## src/rtl/accum_arbiter_if.sv

```systemverilog
// rtl/accum_arbiter_if.sv - request/operand/ack and accumulator status bundle for accum_arbiter
interface accum_arbiter_if #(
    parameter int WIDTH = 7
);
    logic             clr;
    logic             req_a;
    logic [WIDTH-1:0] op_a;
    logic             sub_a;
    logic             req_b;
    logic [WIDTH-1:0] op_b;
    logic             sub_b;
    logic             ack_a;
    logic             ack_b;
    logic             busy;
    logic [WIDTH-1:0] acc;
    logic             carry;
    logic             last_grant;

    modport master (
        output clr, req_a, op_a, sub_a, req_b, op_b, sub_b,
        input  ack_a, ack_b, busy, acc, carry, last_grant
    );

    modport slave (
        input  clr, req_a, op_a, sub_a, req_b, op_b, sub_b,
        output ack_a, ack_b, busy, acc, carry, last_grant
    );
endinterface

```

## src/rtl/accum_arbiter.sv

```systemverilog
// rtl/accum_arbiter.sv - round-robin arbiter sharing one add/sub accumulator between two requesters
module accum_arbiter #(
    parameter int WIDTH    = 7,
    parameter int SATURATE = 0
) (
    input  logic             CLOCK_50,
    input  logic             resetn,
    accum_arbiter_if.slave   bus
);
    typedef enum logic [1:0] {IDLE, LOAD, EXEC, ACK} state_t;

    state_t           state_q, state_d;
    logic             grant_q, grant_d;
    logic [WIDTH-1:0] op_q, op_d;
    logic             sub_q, sub_d;
    logic [WIDTH-1:0] acc_q, acc_d;
    logic             carry_q, carry_d;
    logic             last_grant_q, last_grant_d;
    logic [WIDTH:0]   result;

    always_ff @(posedge CLOCK_50 or negedge resetn) begin
        if (!resetn) begin
            state_q      <= IDLE;
            grant_q      <= 1'b0;
            op_q         <= '0;
            sub_q        <= 1'b0;
            acc_q        <= '0;
            carry_q      <= 1'b0;
            last_grant_q <= 1'b1;
        end else begin
            state_q      <= state_d;
            grant_q      <= grant_d;
            op_q         <= op_d;
            sub_q        <= sub_d;
            acc_q        <= acc_d;
            carry_q      <= carry_d;
            last_grant_q <= last_grant_d;
        end
    end

    always_comb begin
        state_d      = state_q;
        grant_d      = grant_q;
        op_d         = op_q;
        sub_d        = sub_q;
        acc_d        = acc_q;
        carry_d      = carry_q;
        last_grant_d = last_grant_q;
        // Top bit is carry-out for add and borrow for subtract.
        result = sub_q ? ({1'b0, acc_q} - {1'b0, op_q})
                       : ({1'b0, acc_q} + {1'b0, op_q});

        case (state_q)
            IDLE: begin
                if (bus.req_a && (!bus.req_b || last_grant_q)) begin
                    grant_d = 1'b0;
                    state_d = LOAD;
                end else if (bus.req_b) begin
                    grant_d = 1'b1;
                    state_d = LOAD;
                end
            end
            LOAD: begin
                op_d    = grant_q ? bus.op_b  : bus.op_a;
                sub_d   = grant_q ? bus.sub_b : bus.sub_a;
                state_d = EXEC;
            end
            EXEC: begin
                if ((SATURATE != 0) && result[WIDTH]) begin
                    acc_d = sub_q ? '0 : {WIDTH{1'b1}};
                end else begin
                    acc_d = result[WIDTH-1:0];
                end
                carry_d = carry_q | result[WIDTH];
                state_d = ACK;
            end
            ACK: begin
                last_grant_d = grant_q;
                state_d      = IDLE;
            end
            default: state_d = IDLE;
        endcase

        // Clear overrides any EXEC commit in the same cycle.
        if (bus.clr) begin
            acc_d   = '0;
            carry_d = 1'b0;
        end
    end

    assign bus.ack_a      = (state_q == ACK) && !grant_q;
    assign bus.ack_b      = (state_q == ACK) && grant_q;
    assign bus.busy       = (state_q != IDLE);
    assign bus.acc        = acc_q;
    assign bus.carry      = carry_q;
    assign bus.last_grant = last_grant_q;
endmodule

```

## src/flat_wrapper.sv

```systemverilog
// flat-port wrapper written by rule: the top's interface ports become plain ports
module accum_arbiter_flat 
#(
    parameter int WIDTH    = 7,
    parameter int SATURATE = 0
)
  (CLOCK_50, resetn, bus_clr, bus_req_a, bus_op_a, bus_sub_a, bus_req_b, bus_op_b, bus_sub_b, bus_ack_a, bus_ack_b, bus_busy, bus_acc, bus_carry, bus_last_grant);
  accum_arbiter_if #(.WIDTH(WIDTH)) bus_i ();
  input  logic CLOCK_50;
  input  logic resetn;
  input wire logic [$bits(bus_i.clr)-1:0] bus_clr;
  input wire logic [$bits(bus_i.req_a)-1:0] bus_req_a;
  input wire logic [$bits(bus_i.op_a)-1:0] bus_op_a;
  input wire logic [$bits(bus_i.sub_a)-1:0] bus_sub_a;
  input wire logic [$bits(bus_i.req_b)-1:0] bus_req_b;
  input wire logic [$bits(bus_i.op_b)-1:0] bus_op_b;
  input wire logic [$bits(bus_i.sub_b)-1:0] bus_sub_b;
  output wire logic [$bits(bus_i.ack_a)-1:0] bus_ack_a;
  output wire logic [$bits(bus_i.ack_b)-1:0] bus_ack_b;
  output wire logic [$bits(bus_i.busy)-1:0] bus_busy;
  output wire logic [$bits(bus_i.acc)-1:0] bus_acc;
  output wire logic [$bits(bus_i.carry)-1:0] bus_carry;
  output wire logic [$bits(bus_i.last_grant)-1:0] bus_last_grant;
  assign bus_i.clr = bus_clr;
  assign bus_i.req_a = bus_req_a;
  assign bus_i.op_a = bus_op_a;
  assign bus_i.sub_a = bus_sub_a;
  assign bus_i.req_b = bus_req_b;
  assign bus_i.op_b = bus_op_b;
  assign bus_i.sub_b = bus_sub_b;
  assign bus_ack_a = bus_i.ack_a;
  assign bus_ack_b = bus_i.ack_b;
  assign bus_busy = bus_i.busy;
  assign bus_acc = bus_i.acc;
  assign bus_carry = bus_i.carry;
  assign bus_last_grant = bus_i.last_grant;
  accum_arbiter #(.WIDTH(WIDTH), .SATURATE(SATURATE)) u_core (.CLOCK_50(CLOCK_50), .resetn(resetn), .bus(bus_i));
endmodule
```

## config.mk

```make
export PLATFORM = sky130hd
export DESIGN_NAME = accum_arbiter_flat
export DESIGN_NICKNAME = d
export VERILOG_FILES = /design/src/rtl/accum_arbiter_if.sv /design/src/rtl/accum_arbiter.sv /design/src/flat_wrapper.sv
export SDC_FILE = /design/constraint.sdc
export NUM_CORES = 1
export LEC_CHECK = 0
export BUFFER_PORTS_ARGS = -buffer_cell sky130_fd_sc_hd__buf_2
export CAP_MARGIN = 25
export CORE_MARGIN = 2
export CORE_UTILIZATION = 40
export DETAILED_ROUTE_END_ITERATION = 10
export GPL_TIMING_DRIVEN = 0
export MAX_ROUTING_LAYER = met4
export PLACE_DENSITY = 0.65
export SLEW_MARGIN = 20
export SYNTH_ARGS = -nofsm -noshare
export SYNTH_HDL_FRONTEND = slang
export SYNTH_SLANG_ARGS = --single-unit
export TNS_END_PERCENT = 5
```

## constraint.sdc

```tcl
create_clock -name CLOCK_50 -period 2.2 [get_ports CLOCK_50]
set_input_delay 0.11 -clock CLOCK_50 [delete_from_list [all_inputs] [get_ports CLOCK_50]]
set_output_delay 0.11 -clock CLOCK_50 [all_outputs]
set_load 0.01 [all_outputs]
```

==> impl_metrics.py <==
metrics = {
    "status": {
        "outcome": "finished, violations left",
        "violations": "setup timing",
    },
    "cells_and_area": {
        "finalNonFillerCells": 231,
        "syn_to_final_growth_pct": 29.0,
        "antenna_cells": 0,
        "final.fill_count": 321,
        "final_common_cell": "buf_2",
        "fin_nets": 221,
        "drive_gt1_frac": 0.341,
        "mostFrequentLayoutCells": "33 x buf_2, 18 x dfrtp_1, 16 x nor2_1",
        "fin_util": 0.527,
        "final_cell_area_um2": 1730,
    },
    "clock_network": {
        "clk_pin_slew_worst_paths_ns": 0.13,
        "htree_num_levels": 1,
        "cts.sinks": 20,
        "numCtsBuffers": 3,
        "cts_tree": "built",
        "clk_latency_ns": 0.31,
        "cts_buffer_depth": 2,
        "cts_root_buffer": "clkbuf_4",
    },
    "power_and_ir_drop": {
        "intPower_mw": 1.50,
        "total_power_mw": 2.78,
        "p_seq_frac": 0.262,
        "p_comb_frac": 0.670,
        "ir_worst_vdd_v": 0.000791,
        "power_switching_mw": 1.27,
        "p_leak_nw": 0.812,
        "switching_share": 0.459,
        "p_clk_frac": 0.068,
        "p_per_area_nw_per_um2": 1600,
    },
    "setup_path": {
        "worstPathMaxFanout": 4,
        "required_ns": 2.46,
        "cp-end-kind": "flip-flop",
        "r2r_start": "u_core.op_q[1]$_DFFE_PN0N_",
        "worst-setup-path-type": "flip-flop to flip-flop",
        "cp-start-kind": "flip-flop",
        "startpoint": "u_core.op_q[1]$_DFFE_PN0N_",
        "critPathArrivalTime_ns": 2.48,
    },
    "placement": {
        "gp_congestion": 0.897,
        "portBuffers": 32,
        "dp_slack_ns": -0.141,
        "dp_hpwl_mm": 2.22,
        "place_area_um2": 1560,
        "dp.cells": 221,
    },
    "hold_path": {
        "min_from": "bus_clr",
        "min_path_type": "primary input to flip-flop",
    },
    "logic_synthesis": {
        "synth_edf_count": 0,
        "yosysSeqAreaShare": 0.374,
        "ys_async_sr_fraction": 1.00,
        "yosysWarnings": 0,
        "synth_nets": 178,
        "ys.flop_type": "dfrtp_1",
        "synth_top_area_cell": "dfrtp_1",
        "synth.area.top_cells": "dfrtp_1 35%, ha_1 12%, mux2i_1 6.7%",
        "synth.cell_area_um2": 1340,
        "synth_cell_types": 36,
        "syn_inst": 143,
        "syn_avg_cell_area_um2": 9.38,
        "synth-seq-cells": 20,
        "yosysTopAreaCellShare": 0.354,
    },
    "timing": {
        "clock_skew_ns": 0.0186,
        "tns_ns": -0.0244,
        "layout_setup_ws_ns": -0.0244,
        "drv_slew": 0,
        "rsz0062_at_grt": "true",
        "hold_violations": 0,
        "finalCritPeriodShare": 1.01,
        "worst_pin_slew_ns": 0.487,
        "fmax_mhz": 450,
        "setup_viol_count_final": 1,
        "whs_ns": 0.0382,
        "fin_crit_ns": 2.22,
        "slew_headroom": 0.675,
    },
    "route": {
        "dr.pass1.iters": 4,
        "via_per_inst": 5.27,
        "drc_errors": 0,
        "dr_total_vias": 1218,
        "antenna_left": 0,
        "first_iter_violations": 42,
        "drt_wl_total_mm": 3.04,
        "wl_per_cell_um": 13.1,
    },
    "global_routing": {
        "grt_pass1_wl_mm": 4.60,
        "grt_overflow_total": 0,
        "grt_usage": 0.164,
        "grt_max_degree": 21,
        "antenna_found_initial": 0,
        "first_global_vias": 1093,
    },
    "floorplanning": {
        "core_area_um2": 3280,
        "dieArea_um2": 3830,
        "die_x_um": 61.9,
        "rows": 21,
        "io_pins": 33,
        "initial_core_util": 0.408,
        "die_y_um": 61.9,
    },
    "flow_run": {
        "maxCapViolations": 0,
    },
}
==> cells in the mapped netlist (all sizes together), types with 3 or more instances <==
cell type,count
o21ai,3
a211oi,3
nand2b,3
ha,13
nor3,4
mux2i,9
clkbuf,4
nor2b,3
nor2,18
inv,9
dfrtp,19
mux2,3
a21oi,16
xnor2,6
nand2,5
==> power groups by stage <==
stage                     Clock [mW]  Sequential [mW]  Combinational (mW)
after floorplan                    0            0.695                1.15
after global placement             0            0.692                1.47
after detailed placement           0            0.704                1.53
after CTS                      0.196            0.698                1.57
after global routing           0.208            0.757                2.05
final                          0.189            0.727                1.86
==> critical path, cell delays in order (launching register included) <==
cell	delay, ns
dfrtp_1	0.41
inv_2	0.07
ha_4	0.19
mux2_2	0.29
inv_1	0.09
ha_1	0.22
nand3b_1	0.17
a211oi_2	0.10
or4_1	0.53
nand3_1	0.09
==> cells by family after synthesis <==
family / count (synthesis) / share of synthesized area
XOR/XNOR: 6 / 0.0392
adder cells (fa/ha/maj): 14 / 0.136
AO/OA/AOI/OAI: 35 / 0.169
multiplexers: 12 / 0.0924
buffers and inverters: 14 / 0.0401
AND/OR/NAND/NOR: 42 / 0.149
flip-flops: 20 / 0.374
==> registers in the layout (all words and copies together), names as in the netlist <==
register	cells
u_core.grant_q	1
u_core.bus.acc	7
u_core.bus.carry	1
u_core.op_q	7
u_core.bus.last_grant	1
u_core.sub_q	1
u_core.state_q	2
==> repair_timing <==
item                       CTS  global route
hold buffers                 1             0
setup endpoints to repair    2             2
resized for setup            2            20
pin swaps                    0            17
hold endpoints to repair    19             0
buffers inserted             2             4
==> final cells by class <==
type | instances | area, um2 | share of cell area
Buffer | 4 | 16.3 | 0.00940
Inverter | 9 | 33.8 | 0.0195
Clock buffer | 4 | 26.3 | 0.0152
Multi-Input combinational cell | 109 | 875 | 0.505
Sequential cell | 20 | 503 | 0.291
Timing Repair Buffer | 39 | 219 | 0.127
Tap cell | 46 | 57.6 | 0.0333
==> metal layers <==
layer | vias up | wire, um | GRT usage
met3 | 4 | 97 | 0.0269
met1 | 597 | 1310 | 0.203
li1 | 594 | - | -
met5 | - | 0 | -
met2 | 23 | 1590 | 0.278
met4 | 0 | 39 | 0.0395
==> worst paths after layout <==
kind	to	slack, ns	depth (start not counted)
min	u_core.bus.acc[3]$_DFFE_PN0P_	0.04	2
min in group asynchronous	u_core.bus.acc[4]$_DFFE_PN0P_	0.27	2
max reg2reg	u_core.bus.carry$_DFFE_PN0P_	-0.02	9
max in group asynchronous	u_core.op_q[2]$_DFFE_PN0N_	1.55	2
min reg2reg	u_core.bus.carry$_DFFE_PN0P_	0.53	2
max	u_core.bus.carry$_DFFE_PN0P_	-0.02	9
Note: power is estimated with default switching activity, not from simulation.
